===== src/rtl/uart_rx_parity_ctrl_pkg.sv =====
// Shared UART definitions: FSM state encodings and the default baud divisor,
// common to the receiver and the matching transmitter.
package uart_rx_parity_ctrl_pkg;

  localparam int UART_BAUD_DIV_DEFAULT = 16;

  typedef enum logic [2:0] {
    ST_IDLE   = 3'd0,
    ST_START  = 3'd1,
    ST_DATA   = 3'd2,
    ST_PARITY = 3'd3,
    ST_STOP   = 3'd4
  } uart_state_e;

  // Parity bit the sender should have put on the line for this byte.
  function automatic logic uart_parity(input logic [7:0] data, input logic odd);
    return (^data) ^ odd;
  endfunction

endpackage


===== src/rtl/uart_rx_parity_ctrl_baud_tick.sv =====
// Baud counter: runs 0..BAUD_DIV-1 and flags the mid-bit and end-of-bit counts.
// A synchronous clear restarts the count so every state begins its own bit period.
module uart_baud_tick #(
  parameter int BAUD_DIV = 16
) (
  input  logic clk,
  input  logic rst_n,
  input  logic clr,
  output logic mid,
  output logic full
);

  localparam int CW = $clog2(BAUD_DIV);

  logic [CW-1:0] cnt_reg;

  assign mid  = (cnt_reg == CW'(BAUD_DIV / 2 - 1));
  assign full = (cnt_reg == CW'(BAUD_DIV - 1));

  always_ff @(posedge clk) begin
    if (!rst_n) begin
      cnt_reg <= '0;
    end else if (clr || full) begin
      cnt_reg <= '0;
    end else begin
      cnt_reg <= cnt_reg + 1'b1;
    end
  end

endmodule


===== src/rtl/uart_rx_parity_ctrl.sv =====
// UART receiver, 8 data bits LSB first, optional even/odd parity, one stop bit.
// Every completed frame is delivered with VALID; the error flags qualify it.
module uart_rx_parity_ctrl
  import uart_rx_parity_ctrl_pkg::*;
#(
  parameter int BAUD_DIV   = UART_BAUD_DIV_DEFAULT,
  parameter bit PARITY_EN  = 1'b1,
  parameter bit PARITY_ODD = 1'b0
) (
  input  logic       clk,
  input  logic       rst_n,
  input  logic       rx,
  output logic [7:0] data_out,
  output logic       valid,
  output logic       parity_err,
  output logic       frame_err,
  output logic       busy
);

  uart_state_e state_reg, state_next;
  logic       sync1_reg, rx_s_reg;
  logic [2:0] bit_cnt_reg, bit_cnt_next;
  logic [7:0] shift_reg, shift_next;
  logic       perr_reg, perr_next;
  logic [7:0] data_out_reg, data_out_next;
  logic       valid_reg, valid_next;
  logic       parity_err_reg, parity_err_next;
  logic       frame_err_reg, frame_err_next;
  logic       baud_clr, baud_mid, baud_full;

  // Restart the bit period whenever a new state is entered, and hold it in IDLE.
  assign baud_clr = (state_reg == ST_IDLE) || (state_next != state_reg);

  uart_baud_tick #(.BAUD_DIV(BAUD_DIV)) u_baud (
    .clk  (clk),
    .rst_n(rst_n),
    .clr  (baud_clr),
    .mid  (baud_mid),
    .full (baud_full)
  );

  always_comb begin
    state_next      = state_reg;
    bit_cnt_next    = bit_cnt_reg;
    shift_next      = shift_reg;
    perr_next       = perr_reg;
    data_out_next   = data_out_reg;
    valid_next      = 1'b0;
    parity_err_next = parity_err_reg;
    frame_err_next  = frame_err_reg;
    case (state_reg)
      ST_IDLE: begin
        bit_cnt_next = 3'd0;
        perr_next    = 1'b0;
        if (!rx_s_reg) state_next = ST_START;
      end
      ST_START: begin
        // A start bit that is gone by mid-bit is treated as a glitch.
        if (baud_mid) state_next = rx_s_reg ? ST_IDLE : ST_DATA;
      end
      ST_DATA: begin
        if (baud_full) begin
          shift_next[bit_cnt_reg] = rx_s_reg;
          if (bit_cnt_reg == 3'd7) begin
            state_next = PARITY_EN ? ST_PARITY : ST_STOP;
          end else begin
            bit_cnt_next = bit_cnt_reg + 3'd1;
          end
        end
      end
      ST_PARITY: begin
        if (baud_full) begin
          perr_next  = (rx_s_reg != uart_parity(shift_reg, PARITY_ODD));
          state_next = ST_STOP;
        end
      end
      ST_STOP: begin
        if (baud_full) begin
          state_next      = ST_IDLE;
          valid_next      = 1'b1;
          data_out_next   = shift_reg;
          parity_err_next = PARITY_EN && perr_reg;
          frame_err_next  = !rx_s_reg;
        end
      end
      default: state_next = ST_IDLE;
    endcase
  end

  always_ff @(posedge clk) begin
    if (!rst_n) begin
      sync1_reg      <= 1'b1;
      rx_s_reg       <= 1'b1;
      state_reg      <= ST_IDLE;
      bit_cnt_reg    <= 3'd0;
      shift_reg      <= 8'h00;
      perr_reg       <= 1'b0;
      data_out_reg   <= 8'h00;
      valid_reg      <= 1'b0;
      parity_err_reg <= 1'b0;
      frame_err_reg  <= 1'b0;
    end else begin
      sync1_reg      <= rx;
      rx_s_reg       <= sync1_reg;
      state_reg      <= state_next;
      bit_cnt_reg    <= bit_cnt_next;
      shift_reg      <= shift_next;
      perr_reg       <= perr_next;
      data_out_reg   <= data_out_next;
      valid_reg      <= valid_next;
      parity_err_reg <= parity_err_next;
      frame_err_reg  <= frame_err_next;
    end
  end

  assign data_out   = data_out_reg;
  assign valid      = valid_reg;
  assign parity_err = parity_err_reg;
  assign frame_err  = frame_err_reg;
  assign busy       = (state_reg != ST_IDLE);

endmodule


===== config.mk =====
export PLATFORM = sky130hd
export DESIGN_NAME = uart_rx_parity_ctrl
export DESIGN_NICKNAME = d
export VERILOG_FILES = /design/src/rtl/uart_rx_parity_ctrl_pkg.sv /design/src/rtl/uart_rx_parity_ctrl_baud_tick.sv /design/src/rtl/uart_rx_parity_ctrl.sv
export SDC_FILE = /design/constraint.sdc
export NUM_CORES = 1
export LEC_CHECK = 0
export BUFFER_PORTS_ARGS = -buffer_cell sky130_fd_sc_hd__buf_2
export CAP_MARGIN = 25
export CORE_MARGIN = 2
export CORE_UTILIZATION = 45
export CTS_CLUSTER_DIAMETER = 80
export DETAILED_ROUTE_END_ITERATION = 10
export HOLD_SLACK_MARGIN = 0.03
export PLACE_DENSITY = 0.61
export SKIP_CTS_REPAIR_TIMING = 1
export SLEW_MARGIN = 20
export SYNTH_ARGS = -nofsm -noshare
export SYNTH_HDL_FRONTEND = slang
export SYNTH_SLANG_ARGS = --single-unit
export TNS_END_PERCENT = 20

===== constraint.sdc =====
create_clock -name clk -period 2 [get_ports clk]
set_input_delay 0.3 -clock clk [delete_from_list [all_inputs] [get_ports clk]]
set_output_delay 0.3 -clock clk [all_outputs]
set_load 0.1 [all_outputs]

# Yosys cells after proc, flatten, opt, wreduce, memory -nomap -nowiden
# Cells that the tools add are included.
[word_totals] output_inout_bits=12 ff_bits=32 in_bits=3 elab_cells=60
[classes] n_bitwise=1 n_eq_ne=12 addsub=2 muxes=17 n_reduce_logical=15 magnitude_cmp=2
[ops] operator="$mux 3" n=8
[ops] operator="$pmux 3 s5" n=1
[ops] operator="$bwmux 8" n=1
[ops] operator="$reduce_and 2->1" n=4
[ops] operator="$reduce_xor 8->1" n=1
[ops] operator="$eq 3x2->1 const B" n=2
[ops] operator="$eq 3x3->1 const B" n=2
[ops] operator="$pmux 3 s2" n=1
[ops] operator="$add 4x1->4 const B" n=1
[ops] operator="$eq 4x3->1 const B" n=1
[ops] operator="$eq 4x4->1 const B" n=1
[ops] operator="$lt 3x4->1 const B" n=1
[ops] operator="$ne 2x1->1 const B" n=2
[ops] operator="$reduce_bool 2->1" n=2
[ops] operator="$add 3x1->3 const B" n=1
[ops] operator="$demux 1 s3" n=1
[ops] operator="$eq 3x1->1 const B" n=1
[ops] operator="$ge 3x1->1 const B" n=1
[ops] operator="$logic_not 3->1" n=1
[ops] operator="$mux 1" n=3
[ops] operator="$ne 3x3->1" n=1
[ops] operator="$reduce_and 3->1" n=1
[ops] operator="$reduce_bool 3->1" n=1
[ops] operator="$logic_or 1x1->1" n=2
[ops] operator="other kinds (8)" n=8

# Depth between registers and ports, before layout
# Gate-level depths: netlist of run 1.
[logic_depth] ltp_word=8 ltp_mapped=7 mapped_depth_nobuf=5

# Cells and area by module
# From an unflattened synthesis of run 1, not the netlist that was laid out.
[unflattened] cells_unflattened=170 hier_area_um2=1584.0
[by_module_without_submodules] module="uart_rx_parity_ctrl" cells_each=152 area_per_inst_um2=1403.8 instances=1
[by_module_without_submodules] module="uart_baud_tick" cells_each=18 area_per_inst_um2=180.2 instances=1

# Worst setup path before layout of run 1
# Ideal clock, no wire load.
[synth_path] kind="reg2reg" startpoint="register state_reg[1]" endpoint="register perr_reg" path_stages_with_launch=6 path_buffers=2 slack_ns=0.073 required_ns=1.878 synth_period_minus_slack_ns=1.927 arrival_ns=1.805 cell_sequence="dfxtp_1 -> buf_2 -> or3_1 -> clkbuf_2 -> and4_1 -> a311o_1"
[synth_via] elab_chain_cells=3 word_cells_on_any_way=6 classes_between="2 x eq/ne; 1 x mux; 3 x reduce/logical"
[synth_rtl] element="start, declared" line="uart_rx_parity_ctrl.sv:20" source="uart_state_e state_reg, state_next;"
[synth_rtl] element="start signal, assigned" line="uart_rx_parity_ctrl.sv:105" source="state_reg <= state_next;"
[synth_rtl] element="$eq 3x2->1 / $logic_not 3->1 (equally long branches)" line="uart_rx_parity_ctrl.sv:51" source="case (state_reg)"
[synth_rtl] element="$ne 2x1->1 (no line) / $reduce_bool 2->1 (equally long branches)"
[synth_rtl] element="$reduce_and 2->1 (no line)"
[synth_rtl] element="end signal, assigned" line="uart_rx_parity_ctrl.sv:108" source="perr_reg <= perr_next;"
[synth_rtl] element="end, declared" line="uart_rx_parity_ctrl.sv:24" source="logic perr_reg, perr_next;"
# Several ways; a longest one is shown, not always the timed one.
# A chain may end at the register's enable or synchronous reset.

# Final worst setup path of run 1
[layout_path] startpoint="register state_reg[2]" endpoint="output busy"
[layout_via] elab_chain_cells=1
[layout_rtl] element="$reduce_bool 3->1" line="uart_rx_parity_ctrl.sv:120" source="assign busy = (state_reg != ST_IDLE);"
[layout_rtl] element="end, declared" line="uart_rx_parity_ctrl.sv:17" source="output logic busy"
# No other way between the ends.

==> results.yml, run 1 <==
global_route:
  grt_use_total_pct: 18.0
  antenna_found_initial: 0
  grt_use_met2_pct: 25.3
  grtUsageMet1_pct: 25.7
  gr-usage-met3_pct: 5.97
  grt_pass1_wl_um: 4840
  grt_max_degree: 15
  top_usage_layer: "met1"
  grt-ovfl-total: 0
  grt_pass1_vias: 1041
floorplanning:
  start_util_pct: 47.4
  row_count: 20
  boundaryPins: 15
  fp.dieH_um: 60.9
  die_area_mm2: 0.00371
  die_w_um: 60.9
  core_area_mm2: 0.00308
power_and_ir_drop:
  sw_frac_of_total_pct: 20.7
  p_sw_uw: 257
  pwr-share-clk_pct: 44.7
  ir_worst_vdd_mv: 0.478
  p_total_uw: 1240
  seqPwrFrac_pct: 52.2
  power_density_mw_per_mm2: 746
  leakagePower_uw: 0.000779
  p_int_uw: 985
  combPwrFrac_pct: 3.1
logic_synthesis:
  synth_area_leader_cell: "dfxtp_1"
  yosysMostFrequentCell: "dfxtp_1"
  synthCells: 156
  synth-edff-count: 0
  synth.area.top_cells: "dfxtp_1 44%, mux2i_1 12%, nor2_1 7.7%, nand3_1 4.8%, xnor2_1 3.6%"
  syn_area_per_cell_um2: 9.34
  synth-seq-area-share_pct: 43.9
  synth_common_cells: "32 x dfxtp_1, 30 x nor2_1, 17 x mux2i_1"
  ys_types: 36
  syn_nets: 162
  async_flop_share_pct: 0
  synth_seq_cells: 32
  synthFlopType: "dfxtp_1"
  syn_area_mm2: 0.00146
  yosys_warnings: 0
  synth_top_area_share_pct: 43.9
clocking:
  cts-root-buf: "clkbuf_4"
  cts.sinks: 32
  cts_tree: "yes"
  clk_latency_ns: 0.33
  cts_buffers: 5
  htree_levels: 2
  cts_buffer_depth: 2
  path_clk_slew_ns: 0.10
critical_path:
  critPathLaunchType: "flip-flop"
  path_class: "reg2out"
  r2r_slack_ns: 0.12
  critPathRequiredTime_ns: 1.70
  worst_setup_path_end_kind: "primary output"
  crit_arrival_ns: 1.58
  critPathMaxFanout: 12
timing:
  period_share_pct: 93.8
  layout_min_cycle_time_ns: 1.88
  fmax_ghz: 0.533
  grt_setup_unrepaired: "false"
  fin_skew_ns: 0.0143
  slew_headroom_pct: 65.9
  finalHoldViolations: 0
  setup_viol: 0
  tns_ns: 0
  worstMarginPinSlew_ns: 0.511
  maxSlewViolCount: 0
placement:
  io_buffers: 14
  dp_hpwl_um: 1970
  gp_congestion: 0.776
flow_run:
  max-cap-violations: 0
routing:
  drt_first_iter_violations: 34
  wl_per_cell_um: 12.8
  dr.pass1.iters: 4
  routed_wl_um: 2780
  drtAntennaViolNets: 0
  via_per_inst: 5.15
  drc: 0
  num_vias: 1118
final_layout:
  seq_area_um2: 641
  antenna_cells: 0
  fillers: 307
  layout-drive-gt1-share_pct: 18.5
  multi_input_area_um2: 757
  synthToLayoutAreaGrowth_pct: 14.2
  fin_nets: 178
run_status:
  status: "complete, no violations"
hold_path:
  min_path_type: "in2reg"
==> kinds of logic (layout without fill, tap and decap cells) <==
logic type / after synthesis / count (layout) / synth area share, %
AO/OA/AOI/OAI: 13 / 13 / 6.35
XOR/XNOR: 9 / 9 / 6.35
adder cells (fa/ha/maj): 3 / 3 / 2.58
buffers and inverters: 13 / 30 / 4.12
flip-flops: 32 / 32 / 43.9
multiplexers: 17 / 17 / 11.7
AND/OR/NAND/NOR: 69 / 69 / 25.0
==> cells in the final DEF (no fill, tap or decap), types with 2 or more instances in the layout <==
cell / count
dfxtp_1: 32
nor2_1: 30
mux2i_1: 17
nand3_1: 14
buf_2: 13
xnor2_1: 6
a21oi_1: 5
clkbuf_4: 5
buf_4: 5
inv_1: 4
a311o_1: 3
nor2b_1: 3
nand2b_1: 3
nand2_1: 3
ha_1: 3
nor4b_1: 2
nor4_1: 2
nand4_1: 2
xor2_1: 2
clkbuf_8: 2
==> metrics by stage <==
stage | std cells | hold WS [ns] | area, um^2 | setup WS [ns] | utilization, %
floorplan | 156 | 0.373 | 1460 | 0.0728 | -
global placement | 209 | 0.398 | 1570 | 0.218 | 50.9
detailed placement | 209 | 0.407 | 1570 | 0.151 | 50.9
CTS | 217 | 0.147 | 1660 | 0.0591 | 54.0
global route | 217 | 0.140 | 1670 | 0.00487 | 54.1
finish | 217 | 0.158 | 1670 | 0.123 | 54.1
==> metal layers <==
metal	vias up	share of wire (%)
met5	-	0
met4	0	1.4
met3	5	4.3
met1	514	50
met2	20	44
li1	579	-
==> worst max-delay path, cell delays in order, from the launching register on <==
cell     delay (ns)
dfxtp_1        0.43
or3_1          0.53
buf_4          0.28
==> cell type report <==
cell class              count  area share, %
repair buffers             18           6.16
well taps                  44           3.31
multi-input cells         111           45.5
clock buffers               7           3.91
flip-flops and latches     32           38.5
clock inverters             1           1.80
inverters                   4          0.902
==> power groups by stage <==
stage	logic (uW)	registers, uW	clock network [uW]
floorplan	33.0	657	0
global placement	37.8	662	0
finish	38.8	648	555
global route	42.2	649	602
detailed placement	38.2	662	0
CTS	38.5	648	560
==> path summary, 6_finish.rpt <==
kind | start | end | depth (start not counted)
setup / recovery | state_reg[2] | busy | 2
hold / removal | rx | sync1_reg | 2
setup reg to reg | bit_cnt_reg[0] | bit_cnt_reg[0] | 5
hold reg to reg | sync1_reg | rx_s_reg | 1
No activity file was read; power rests on OpenSTA's default activity.
==> inputs of run 2 (changes only) <==
PLACE_DENSITY = 0.6   (was 0.61)
SYNTH_HIERARCHICAL = 1   (was default)
==> run 2 against run 1 <==
  * Area after synthesis grew 8.7%
  * Final cell count up 6.0%
  * Flip-flop and latch count stayed put
  * Setup slack better by 0.010 ns
  * Global-route usage is 1.2 points lower
  * Clock skew fell by 0.0023 ns
  * Maximum frequency up 0.55%
  * Core utilization decreased by 1.4 points
  * Combinational power increased by 15%
  * Via count is 4.2% higher
  * Highest routed layer unchanged
==> results.yml, run 2 <==
run_status:
  status: "complete, no violations"
critical_path:
  crit_arrival_ns: 1.57
  critPathMaxFanout: 10
  critPathRequiredTime_ns: 1.70
  cp_slowest_cell: "dfxtp_1"
  r2r_slack_ns: 0.19
  rr_startpoint: "u_baud/cnt_reg[0]"
  worst_setup_path_end_kind: "primary output"
  path_class: "reg2out"
  critPathLaunchType: "flip-flop"
  r2r_end: "perr_reg"
  cpPeakStageDelay_ns: 0.53
  reg2reg_depth: 5
  crit_chain: "nor2_1 > nand2_1 > buf_2"
global_route:
  grt-ovfl-total: 0
  top_usage_layer: "met2"
  gr-usage-met3_pct: 6.07
  grt_use_met2_pct: 27.6
  grt_pass1_wl_um: 5240
  grt_max_degree: 31
  grt_use_total_pct: 16.9
  grtUsageMet1_pct: 20.1
  grt_pass1_vias: 1188
  antenna_found_initial: 0
timing:
  setup_viol: 0
  grt_setup_unrepaired: "false"
  tns_ns: 0
  layout_min_cycle_time_ns: 1.87
  slew_headroom_pct: 67.6
  finalHoldViolations: 0
  fmax_ghz: 0.536
  maxSlewViolCount: 0
  period_share_pct: 93.3
  fin_skew_ns: 0.0120
  whs_ns: 0.139
  worstMarginPinSlew_ns: 0.489
logic_synthesis:
  synth_xor_area_share_pct: 4.74
  synth_compound_area_share_pct: 11.4
  async_flop_share_pct: 0
  synth.area.top_cells: "dfxtp_1 40%, nand2_1 6.4%, mux2i_1 5.7%, a21boi_1 5.2%, nor2b_1 5.1%"
  syn_nets: 176
  ys_types: 39
  yosys_warnings: 6
  synthFlopType: "dfxtp_1"
  yosysMostFrequentCell: "dfxtp_1"
  synthSimpleGateAreaFrac_pct: 30.6
  synthCells: 170
  synth-edff-count: 0
  synth_seq_cells: 32
  synth_common_cells: "32 x dfxtp_1, 27 x nand2_1, 13 x nor2b_1"
  synthMuxAreaShare_pct: 5.69
  syn_area_per_cell_um2: 9.32
  synthAdderAreaFrac_pct: 2.37
  synth_top_family_by_area: "simple AND/OR/NAND/NOR gates"
  synth_area_leader_cell: "dfxtp_1"
  synth-seq-area-share_pct: 40.4
  syn_area_mm2: 0.00158
  synth_top_area_share_pct: 40.4
clocking:
  cts-root-buf: "clkbuf_4"
  clk_latency_ns: 0.34
  htree_levels: 2
  path_clk_slew_ns: 0.10
  cts_buffers: 5
  cts_buffer_depth: 2
  cts_tree: "yes"
  cts.sinks: 32
power_and_ir_drop:
  p_int_uw: 990
  ir_worst_vdd_mv: 0.505
  combPwrFrac_pct: 3.6
  sw_frac_of_total_pct: 20.2
  leakagePower_uw: 0.000717
  pwr-share-clk_pct: 44.4
  power_density_mw_per_mm2: 700
  seqPwrFrac_pct: 52.0
  p_sw_uw: 251
routing:
  num_vias: 1165
  drc: 0
  wl_per_cell_um: 12.7
  drtAntennaViolNets: 0
  dr.pass1.iters: 4
  via_per_inst: 5.07
  drt_first_iter_violations: 49
  routed_wl_um: 2920
floorplanning:
  start_util_pct: 47.1
  boundaryPins: 15
  die_area_mm2: 0.00401
  core_area_mm2: 0.00336
  row_count: 21
  die_w_um: 63.3
  fp.dieH_um: 63.3
final_layout:
  layout-drive-gt1-share_pct: 19.6
  synthToLayoutAreaGrowth_pct: 11.9
  antenna_cells: 0
  final_cell_mix: "31 x dfxtp_1, 27 x nand2_1, 14 x buf_2"
  fillers: 356
  fin_nets: 189
  final_common_cell: "dfxtp_1"
  finalNonFillerCells: 230
placement:
  dp_cells: 222
  dp_hpwl_um: 2060
  gp_congestion: 0.761
  io_buffers: 14
hold_path:
  holdPathEnd: "sync1_reg"
  hold_depth: 2
  min_path_type: "in2reg"
  min_from: "rx"
flow_run:
  max-cap-violations: 0
## run 2: worst max path at each step
stage / start / slack (ns) / cells past startpoint / end
6_report: state_reg[0] / 0.13 / 3 / busy
5_1_grt: u_baud/cnt_reg[0] / 0.006 / 6 / shift_reg[4]
4_1_cts: state_reg[1] / 0.05 / 3 / busy
3_5_place_dp: u_baud/cnt_reg[0] / 0.19 / 8 / u_baud/cnt_reg[2]
3_3_place_gp: u_baud/cnt_reg[0] / 0.28 / 6 / shift_reg[4]
2_1_floorplan: state_reg[0] / 0.006 / 5 / perr_reg
## run 2: power groups by stage
stage               registers, uW  clock network [uW]  logic (uW)
floorplan                     657                   0        39.7
global placement              659                   0        43.7
detailed placement            660                   0        45.0
CTS                           645                 571        45.2
global route                  646                 596        49.7
finish                        645                 552        44.5
## run 2: metal layers
metal | up-vias | routed length, um | part of all wire, %
met4 | 0 | 53 | 1.8
li1 | 601 | - | -
met5 | - | 0 | 0
met2 | 16 | 1400 | 48
met1 | 542 | 1360 | 47
met3 | 6 | 113 | 3.9
## run 2: area by class of cell
cell class / count / area (um^2) / share of cell area [%]
sequential: 32 / 642 / 36.2
multi-input combinational: 123 / 871 / 49.1
clock inverter: 1 / 30.0 / 1.69
inverter: 4 / 15.0 / 0.847
timing repair buffer: 17 / 92.6 / 5.22
clock buffer: 7 / 65.1 / 3.67
tap: 46 / 57.6 / 3.25
## run 2: stage by stage
stage	utilization (%)	worst slack (ns)	instance area [um^2]	power, uW
2_1_floorplan	-	0.00568	1580	696
3_3_place_gp	49.8	0.276	1670	703
3_5_place_dp	49.8	0.187	1670	705
4_1_cts	52.6	0.0470	1770	1260
5_1_grt	52.7	0.00600	1770	1290
6_report	52.7	0.134	1770	1240
## run 2: kinds of logic after synthesis
logic type                 after synthesis
adders and majority gates                3
AOI/OAI and AO/OA                       26
buffers and inverters                   15
xor gates and xnor gates                 7
DFF                                     32
and+or+nand+nor                         78
muxes                                    9
## run 2: worst max-delay path: cells and delay by family, from the launching register on
family        cells  cell delay (ns)
buf+inv           1             0.43
simple gates      2             0.27
flops             1             0.53
